### src/rtl/regfile_wb_arbiter.sv
// Round-robin writeback arbiter feeding the register-file write port through a one-entry stage.
// Optional combinational write-through forwarding of the staged write is enabled with `define REGWB_FWD_EN.
module regfile_wb_arbiter #(
    parameter int NUM_REQ = 3,
    parameter int XLEN    = 32
) (
    input  logic                    Clock,
    input  logic                    nReset,
    input  logic [NUM_REQ-1:0]      req_valid,
    input  logic [NUM_REQ*5-1:0]    req_rd,
    input  logic [NUM_REQ*XLEN-1:0] req_data,
    output logic [NUM_REQ-1:0]      req_ready,
    input  logic                    wbStall,
    output logic                    writeRegMem,
    output logic [4:0]              rd,
    output logic [XLEN-1:0]         dataIn
`ifdef REGWB_FWD_EN
    ,
    input  logic [4:0]              fwd_addr1,
    input  logic [4:0]              fwd_addr2,
    input  logic [XLEN-1:0]         fwd_rs1_in,
    input  logic [XLEN-1:0]         fwd_rs2_in,
    output logic [XLEN-1:0]         fwd_rs1,
    output logic [XLEN-1:0]         fwd_rs2
`endif
);

    localparam int PTR_W = (NUM_REQ > 1) ? $clog2(NUM_REQ) : 1;

    logic                stage_valid_reg, stage_valid_next;
    logic [4:0]          stage_rd_reg, stage_rd_next;
    logic [XLEN-1:0]     stage_data_reg, stage_data_next;
    logic [PTR_W-1:0]    rr_ptr_reg, rr_ptr_next;

    logic                drain;
    logic                can_accept;
    logic [NUM_REQ-1:0]  grant;
    logic [PTR_W-1:0]    grant_idx;
    logic                grant_any;
    logic [PTR_W:0]      scan_idx;
    logic [PTR_W-1:0]    scan_ptr;

    logic [4:0]          rd_slice   [NUM_REQ];
    logic [XLEN-1:0]     data_slice [NUM_REQ];

    generate
        for (genvar gi = 0; gi < NUM_REQ; gi++) begin : g_slice
            assign rd_slice[gi]   = req_rd[5*gi +: 5];
            assign data_slice[gi] = req_data[XLEN*gi +: XLEN];
        end
    endgenerate

    assign drain      = stage_valid_reg & ~wbStall;
    assign can_accept = ~wbStall & (~stage_valid_reg | drain);

    // Scan from rr_ptr upward with wrap; the first valid requester wins.
    always_comb begin
        grant     = '0;
        grant_idx = '0;
        grant_any = 1'b0;
        scan_idx  = '0;
        scan_ptr  = '0;
        for (int k = 0; k < NUM_REQ; k++) begin
            scan_idx = {1'b0, rr_ptr_reg} + (PTR_W+1)'(k);
            if (scan_idx >= (PTR_W+1)'(NUM_REQ)) begin
                scan_idx = scan_idx - (PTR_W+1)'(NUM_REQ);
            end
            scan_ptr = scan_idx[PTR_W-1:0];
            if (!grant_any && req_valid[scan_ptr]) begin
                grant_any       = 1'b1;
                grant_idx       = scan_ptr;
                grant[scan_ptr] = 1'b1;
            end
        end
        if (!can_accept) begin
            grant     = '0;
            grant_any = 1'b0;
        end
    end

    // Grants are suppressed while reset is asserted so no requester sees a handshake.
    assign req_ready = grant & {NUM_REQ{nReset}};

    always_comb begin
        stage_valid_next = stage_valid_reg;
        stage_rd_next    = stage_rd_reg;
        stage_data_next  = stage_data_reg;
        rr_ptr_next      = rr_ptr_reg;
        if (grant_any) begin
            stage_valid_next = 1'b1;
            stage_rd_next    = rd_slice[grant_idx];
            stage_data_next  = data_slice[grant_idx];
            if (grant_idx == PTR_W'(NUM_REQ-1)) begin
                rr_ptr_next = '0;
            end else begin
                rr_ptr_next = grant_idx + PTR_W'(1);
            end
        end else if (drain) begin
            stage_valid_next = 1'b0;
        end
    end

    always_ff @(posedge Clock or negedge nReset) begin
        if (!nReset) begin
            stage_valid_reg <= 1'b0;
            stage_rd_reg    <= '0;
            stage_data_reg  <= '0;
            rr_ptr_reg      <= '0;
        end else begin
            stage_valid_reg <= stage_valid_next;
            stage_rd_reg    <= stage_rd_next;
            stage_data_reg  <= stage_data_next;
            rr_ptr_reg      <= rr_ptr_next;
        end
    end

    // x0 entries occupy the stage but never reach the register file.
    assign writeRegMem = stage_valid_reg & ~wbStall & (stage_rd_reg != 5'd0);
    assign rd          = stage_rd_reg;
    assign dataIn      = stage_data_reg;

`ifdef REGWB_FWD_EN
    assign fwd_rs1 = (writeRegMem && (stage_rd_reg == fwd_addr1)) ? stage_data_reg : fwd_rs1_in;
    assign fwd_rs2 = (writeRegMem && (stage_rd_reg == fwd_addr2)) ? stage_data_reg : fwd_rs2_in;
`endif

endmodule

### config.mk
export PLATFORM = sky130hd
export DESIGN_NAME = regfile_wb_arbiter
export DESIGN_NICKNAME = d
export VERILOG_FILES = /design/src/rtl/regfile_wb_arbiter.sv
export SDC_FILE = /design/constraint.sdc
export NUM_CORES = 1
export LEC_CHECK = 0
export CAP_MARGIN = 5
export CORE_MARGIN = 1.5
export CORE_UTILIZATION = 42
export CTS_CLUSTER_DIAMETER = 200
export DETAILED_ROUTE_END_ITERATION = 8
export GPL_ROUTABILITY_DRIVEN = 0
export GPL_TIMING_DRIVEN = 1
export PLACE_DENSITY = 0.95
export SLEW_MARGIN = 20
export SYNTH_ARGS = -nofsm -noshare
export SYNTH_HDL_FRONTEND = slang
export SYNTH_SLANG_ARGS = --single-unit
### constraint.sdc
create_clock -name Clock -period 3.8 [get_ports Clock]
set_input_delay 1.14 -clock Clock [delete_from_list [all_inputs] [get_ports Clock]]
set_output_delay 1.14 -clock Clock [all_outputs]
set_load 0.05 [all_outputs]
### Yosys cells after proc, flatten, opt, wreduce, memory -nomap -nowiden

Index checks and enable logic that the tools add are counted.

| word-level totals | value |
|---|---|
| bits in read-only memories | 0 |
| output and inout bits | 41 |
| memories | 0 |
| latch bits | 0 |
| bits of input ports | 117 |
| bits in registers | 40 |
| memory bits (writable) | 0 |

| operators by class | value |
|---|---|
| div/mod/pow operators | 0 |
| bitwise operators | 10 |
| multiply operators | 0 |
| shifts and indexed selects | 0 |
| reduce and logical (&&, ||, !) cells | 9 |
| muxes and demuxes | 35 |
| eq/ne operators | 1 |
| add/sub/neg operators | 6 |
| $lt $le $gt $ge | 10 |

Operator list:

| operator | count |
|---|---|
| $bmux 32 s2 | 1 |
| $mux 32 | 2 |
| $mux 2 | 7 |
| $mux 1 | 12 |
| $mux 3 | 4 |
| $bmux 5 s2 | 1 |
| $mux 5 | 2 |
| $lt 2x3->1 const B | 3 |
| $bmux 1 s2 | 3 |
| $demux 1 s2 | 3 |
| $ge 2x1->1 const B | 3 |
| $ge 3x2->1 const B | 2 |
| $or 3x3->3 | 2 |
| $sub 2x2->2 const B | 3 |
| $logic_and 1x1->1 | 5 |
| $reduce_bool 5->1 | 1 |
| $add 2x1->3 const B | 1 |
| $add 2x2->3 const B | 1 |
| $and 1x1->1 | 3 |
| $and 3x3->3 | 1 |
| $ge 3x3->1 const B | 1 |
| $not 2->3 | 1 |
| $add 2x1->2 const B | 1 |
| $eq 2x2->1 const B | 1 |
| 5 further kinds | 7 |

### Logic depth before layout (Yosys ltp)

Gate-level depths: netlist (run 1).

| depth | value |
|---|---|
| depth in word-level cells | 15 |
| mapped depth | 10 |
| depth with buffers taken out | 7 |

### Worst setup path after synthesis (run 1)

No wires, ideal clock.

| timing path | value |
|---|---|
| kind | input-to-output |
| start | in req_valid[1] |
| end | out req_ready[0] |
| stages on the path | 4 |
| arrival | 3.062 ns |
| buffers on the path | 0 |
| slack | -0.402 ns |
| path through | mux2_2 a21oi_1 nor2_1 a311oi_1 |

| on the way | value |
|---|---|
| longest elaborated chain between the ends | 11 |

RTL lines:

| item | RTL line | text |
|---|---|---|
| start, declared | 9 | `input logic [NUM_REQ-1:0] req_valid,` |
| $bmux 1 s2 | 69 | `if (!grant_any && req_valid[scan_ptr]) begin` |
| $mux 1 (not written as such) | 69 |  |
| $mux 1 | 69 |  |
| $logic_not 1->1 | 69 |  |
| $logic_and 1x1->1 | 69 |  |
| $mux 1 | 69 |  |
| $logic_not 1->1 | 69 |  |
| $logic_and 1x1->1 | 69 |  |
| $mux 3 * | 69 |  |
| $mux 3 * | 75 | `if (!can_accept) begin` |
| $and 3x3->3 * | 82 | `assign req_ready = grant & {NUM_REQ{nReset}};` |
| end, declared | 12 | `output logic [NUM_REQ-1:0] req_ready,` |

Mark *: on every way between the ends. The rest lies on a longest branch, timed or not. The select of a mux whose other input is x is not followed.

### Worst setup path after layout (run 1)

Same ends and word-level chain as after synthesis.

==> results of run 1 <==
[Yosys cell counts, types with 2 or more instances]
cell,count,area [um2]
a21boi_0,37,278
a21o_1,2,15.0
a21oi_1,5,25.0
a221oi_1,17,149
a221oi_2,20,300
and2_1,3,18.8
and3b_1,2,17.5
buf_2,6,30.0
buf_4,3,22.5
buf_6,6,67.6
clkbuf_1,16,60.1
dfrtp_1,40,1000
ha_1,4,50.1
inv_1,5,18.8
mux2_2,2,22.5
nand2_1,6,22.5
nand2b_1,2,12.5
nand3_1,3,15.0
nor2_1,42,158
o21ai_0,3,15.0
o2bb2ai_1,37,324
[cell usage in the layout (no fill, tap or decap), types with 3 or more instances in the layout]
cell type / instances
clkbuf_8: 6
a21boi_0: 37
dlygate4sd2_1: 3
dfrtp_1: 40
nor2_1: 41
a221oi_2: 20
ha_1: 4
inv_1: 5
buf_4: 24
nand3_1: 3
clkdlybuf4s50_1: 149
buf_12: 6
nand2_1: 6
a221oi_1: 17
o2bb2ai_1: 37
[power by group through the flow]
stage                     clock [mW]  combinational, mW  sequential (mW)
final                          0.292               3.25            0.784
after global routing           0.321               3.44            0.808
after detailed placement           0               3.20            0.786
after CTS                      0.300               3.23            0.783
after floorplan                    0               1.42             1.48
after global placement             0               3.11            0.776
[area by class of cell]
cell class	instances	area (um2)
Inverter	5	18.8
Fill cell	467	1660
Tap cell	77	96.3
Timing Repair Buffer	185	1860
Multi-Input combinational cell	203	1660
Clock buffer	6	82.6
Sequential cell	40	1000
Clock inverter	2	10.0
[routing by layer]
metal	up-vias	track usage, %	wire length (um)
li1	1409	-	-
met1	1454	29.8	3810
met5	-	0	0
met4	0	7.18	144
met2	158	51.7	5130
met3	16	5.21	674
[worst max-delay path, stage by stage]
cell           delay [ns]
dlygate4sd2_1        0.27
mux2_2               0.30
a21oi_2              0.25
nor2_1               0.10
a311oi_2             0.34
buf_12               0.18
[metrics by stage]
step / instances / hold slack, ns / worst slack [ns]
finish: 518 / 0.488 / 0.0811
global route: 518 / 0.535 / 0.0356
CTS: 517 / 0.493 / 0.105
detailed placement: 508 / 0.472 / -0.187
global placement: 508 / 0.453 / -0.0919
floorplan: 279 / 0.437 / -0.0133
[worst paths after layout]
path	end	slack (ns)	depth (start not counted)
setup / recovery	req_ready[0]	0.08	6
hold / removal	stage_valid_reg	0.49	2
setup reg to reg	dataIn[23]	0.92	9
hold reg to reg	stage_valid_reg	0.49	2
max in group asynchronous	stage_valid_reg	2.49	2
min in group asynchronous	dataIn[27]	0.96	2
[cell families (layout without fill, tap and decap cells)]
logic type | after synthesis | after routing | synth area share (%)
fa+ha+maj | 4 | 4 | 1.79
buf+inv | 36 | 198 | 7.13
flops | 40 | 40 | 35.9
simple gates | 63 | 63 | 10.1
mux | 4 | 4 | 1.75
compound gates | 132 | 132 | 43.3
[timing repair]
item	4_1_cts	5_1_grt
setup buffers	1	0
gates resized for setup	10	0
setup endpoints to repair	3	0
hold endpoints to repair	0	0
==> results.py, run 1 <==
metrics = {
    "synthesis": {
        "synth_seq_cells": 40,
        "synth_async_sr_flop_share_pct": 100,
        "yosysWarningCount": 0,
        "netlist_instances": 279,
        "synth_nets": 400,
        "synth-main-ff-cell": "dfrtp_1",
        "ys_seq_area_share_pct": 35.9,
        "synth_cell_type_count": 39,
        "synth_enable_flop_cells": 0,
        "synth_area_um2": 2790,
        "avgSynthCellArea_um2": 10.0,
    },
    "critical_path": {
        "arrival_ns": 2.58,
        "critPathMaxFanout": 5,
        "crit_required_ns": 2.66,
        "cp-startpoint": "req_valid[1]",
        "critPathCaptureType": "primary output",
        "r2r_start": "rr_ptr_reg[1]",
        "path_class": "in -> out",
        "critPathLaunchType": "input pin",
    },
    "worst_hold_path": {
        "hp-class": "reg -> reg",
        "hp-start": "stage_valid_reg",
    },
    "detailed_routing": {
        "drc_errors": 0,
        "drt_iter0_drc": 154,
        "ant_nets": 0,
        "vias": 3037,
        "totalWireLength_um": 9760,
        "via_per_inst": 5.86,
        "wire_per_inst_um": 18.8,
        "first_pass_iters": 4,
    },
    "sta": {
        "setup_violations": 0,
        "max_slew_margin_pct": 58.4,
        "finalSetupTns_ns": 0,
        "maxSlewViolCount": 0,
        "hold_viol_final": 0,
        "min_period_over_period_pct": 97.9,
        "worstMarginPinSlew_ns": 0.623,
        "min_period_ns": 3.72,
        "fmax_ghz": 0.269,
        "fin_skew_ns": 0.00795,
        "rsz0062_at_grt": "false",
    },
    "layout": {
        "nets": 561,
        "final_area_um2": 4730,
        "antenna_cells": 0,
        "final_core_util_pct": 74.1,
        "largest_register_ffs": 32,
        "syn2layout_area_growth_pct": 69.6,
        "drive_gt1_share_pct": 17.5,
    },
    "power": {
        "vdd_drop_max_v": 0.000601,
        "p_total_mw": 4.33,
        "clockPowerShare_pct": 6.8,
        "power_frac_comb_pct": 75.1,
        "p_seq_share_pct": 18.1,
        "power_density_nw_per_um2": 915,
        "switchingPower_mw": 2.29,
        "power_leakage_nw": 1.84,
        "switching_share_pct": 52.9,
        "power.internal_mw": 2.04,
    },
    "cts": {
        "cts-root-buf": "clkbuf_8",
        "clkLatencyLatePin_ns": 0.28,
        "cts_tree": "built",
        "hold_buffers": 0,
        "clockBufferDepth": 2,
        "path_clk_slew_ns": 0.07,
        "cts_buffers": 5,
        "htreeDepth": 2,
        "clock_sinks": 40,
    },
    "floorplanning": {
        "dieHeight_um": 84.5,
        "coreArea_um2": 6390,
        "start_util_pct": 43.7,
        "die_area_um2": 7140,
        "fp-row-count": 29,
        "die_w_um": 84.5,
        "design.portCount": 158,
    },
    "global_routing": {
        "grt_max_degree": 41,
        "grt_pass1_wl_um": 15300,
        "grt_pass1_vias": 3158,
        "antenna_found_initial": 0,
        "gr-usage-all-layers_pct": 26.8,
        "overflow": 0,
    },
    "placed_design": {
        "portBuffers": 157,
        "dpl_cell_area_um2": 4590,
        "post-dp-hpwl_um": 7310,
    },
    "status": {
        "status": "completed",
    },
    "run": {
        "maxCapViolations": 0,
    },
}
Note: power is estimated with default switching activity, not from simulation.
==> inputs of run 2 (changes only) <==
--- a/config.mk
+++ b/config.mk
@@ -9,3 +9,4 @@
 export CORE_MARGIN = 1.5
-export CORE_UTILIZATION = 42
+export CORE_UTILIZATION = 43
+export CTS_BUF_LIST = sky130_fd_sc_hd__clkbuf_8
 export CTS_CLUSTER_DIAMETER = 200
@@ -15,2 +16,3 @@
 export PLACE_DENSITY = 0.95
+export REMOVE_ABC_BUFFERS = 1
 export SLEW_MARGIN = 20
==> constraint.sdc (replaced) <==
create_clock -name Clock -period 3.8 [get_ports Clock]
set_input_delay 0.76 -clock Clock [delete_from_list [all_inputs] [get_ports Clock]]
set_output_delay 0.76 -clock Clock [all_outputs]
set_load 0.05 [all_outputs]
==> run 2 against run 1 <==
Effect of this change:
- fmax rose by 9.0%
- power shrank 1.5%
- non-clock buffer count decreased by 15
- sequential share of layout area rose by 0.75 points
- first-iteration DRC count rose by 28%
- design area is 3.4% lower
- sequential power up 0.9%
- combinational power is 4% lower
==> results.py, run 2 (synthesis results as in run 1) <==
metrics = {
    "sta": {
        "max_slew_margin_pct": 63.4,
        "min_period_ns": 3.41,
        "finalSetupTns_ns": 0,
        "fin_skew_ns": 0.00880,
        "worstMarginPinSlew_ns": 0.547,
        "setup_ws_ns": 0.389,
        "setup_violations": 0,
        "maxSlewViolCount": 0,
        "hold_viol_final": 0,
        "rsz0062_at_grt": "false",
        "fmax_ghz": 0.293,
        "min_period_over_period_pct": 89.8,
    },
    "detailed_routing": {
        "vias": 3099,
        "drc_errors": 0,
        "ant_nets": 0,
        "totalWireLength_um": 9970,
        "via_per_inst": 6.16,
        "drt_iter0_drc": 197,
        "first_pass_iters": 5,
        "wire_per_inst_um": 19.8,
    },
    "global_routing": {
        "gr-usage-all-layers_pct": 27.8,
        "antenna_found_initial": 0,
        "grt_pass1_wl_um": 15400,
        "grt_max_degree": 41,
        "overflow": 0,
        "grt_pass1_vias": 3109,
    },
    "worst_hold_path": {
        "hp-class": "reg -> reg",
    },
    "cts": {
        "hold_buffers": 0,
        "cts_setup_buffers": 0,
        "cts_tree": "built",
        "cts-root-buf": "clkbuf_8",
        "clkLatencyLatePin_ns": 0.30,
        "ctsResizeCount": 0,
        "clockBufferDepth": 2,
        "path_clk_slew_ns": 0.09,
        "htreeDepth": 2,
        "cts_buffers": 5,
        "clock_sinks": 40,
    },
    "status": {
        "status": "completed",
    },
    "critical_path": {
        "critPathMaxFanout": 8,
        "arrival_ns": 2.65,
        "path_class": "in -> out",
        "crit_required_ns": 3.04,
        "critPathLaunchType": "input pin",
        "critPathCaptureType": "primary output",
    },
    "power": {
        "power_leakage_nw": 1.74,
        "vdd_drop_max_v": 0.000670,
        "power_density_nw_per_um2": 933,
    },
    "floorplanning": {
        "die_area_um2": 6980,
        "start_util_pct": 44.2,
        "fp-row-count": 29,
        "design.portCount": 158,
        "coreArea_um2": 6310,
        "dieHeight_um": 83.5,
        "die_w_um": 83.5,
    },
    "layout": {
        "layout_commonest_cell": "clkdlybuf4s50_1",
        "largest_register_ffs": 32,
        "drive_gt1_share_pct": 12.9,
        "syn2layout_area_growth_pct": 63.8,
        "layout_common_cells": "clkdlybuf4s50_1 (153), nor2_1 (41), dfrtp_1 (40), a21boi_0 (37), o2bb2ai_1 (37)",
        "stdcell_count": 503,
        "nets": 546,
        "antenna_cells": 0,
    },
    "run": {
        "maxCapViolations": 0,
    },
    "placed_design": {
        "portBuffers": 157,
        "post-dp-hpwl_um": 7050,
        "dp.cells": 495,
        "dp_slack_ns": 0.413,
    },
}
==> run 2: changes by cell type in the layout (fill, tap and decap cells not counted), moves of 2 or more <==
cell,delta
buf_4,-12
dlygate4sd2_1,-3
a21oi_2,-2
a21oi_1,+2
clkdlybuf4s50_1,+4
buf_12,-2
==> run 2: per-layer routing <==
layer	vias to the layer above	wire, um	GRT usage, %	part of all wire, %
met1	1519	3730	31.8	37
met5	-	0	0	0
met3	36	690	5.14	6.9
li1	1370	-	-	-
met4	0	378	14.0	3.8
met2	174	5170	49.6	52
==> run 2: final timing paths <==
check	from	endpoint	slack, ns	cells past startpoint
setup / recovery	req_valid[2]	req_ready[1]	0.39	7
hold / removal	stage_valid_reg	stage_valid_reg	0.49	2
setup reg to reg	rr_ptr_reg[0]	dataIn[31]	0.90	9
hold reg to reg	stage_valid_reg	stage_valid_reg	0.49	2
max in group asynchronous	nReset	dataIn[25]	2.84	2
min in group asynchronous	nReset	dataIn[1]	0.58	2
==> run 2: final cells by class <==
type | instances | area, um2
clock buffers | 5 | 68.8
clock inverters | 3 | 42.5
fillers | 452 | 1750
inverters | 5 | 18.8
multi-input cells | 203 | 1630
flip-flops and latches | 40 | 1000
well taps | 77 | 96.3
repair buffers | 170 | 1710
==> run 2: where the power goes <==
group / switching (mW) / total [mW] / internal, mW
Sequential: 0.137 / 0.791 / 0.654
Clock: 0.168 / 0.362 / 0.195
Combinational: 2.00 / 3.11 / 1.11
==> run 2: critical path: stages <==
cell and delay [ns]:
clkdlybuf4s50_1 0.55, mux2_2 0.35, and2_1 0.22, nor2b_1 0.12, a21oi_1 0.08, a211oi_1 0.39, buf_12 0.19
==> run 2: metrics by stage <==
stage	area, um2	total power, mW	util (%)	hold WS (ns)
global route	4570	4.45	72.4	0.510
CTS	4570	4.24	72.4	0.488
detailed placement	4460	3.88	70.6	0.465
finish	4570	4.26	72.4	0.488
global placement	4460	3.79	70.6	0.453
floorplan	2610	2.71	-	0.437
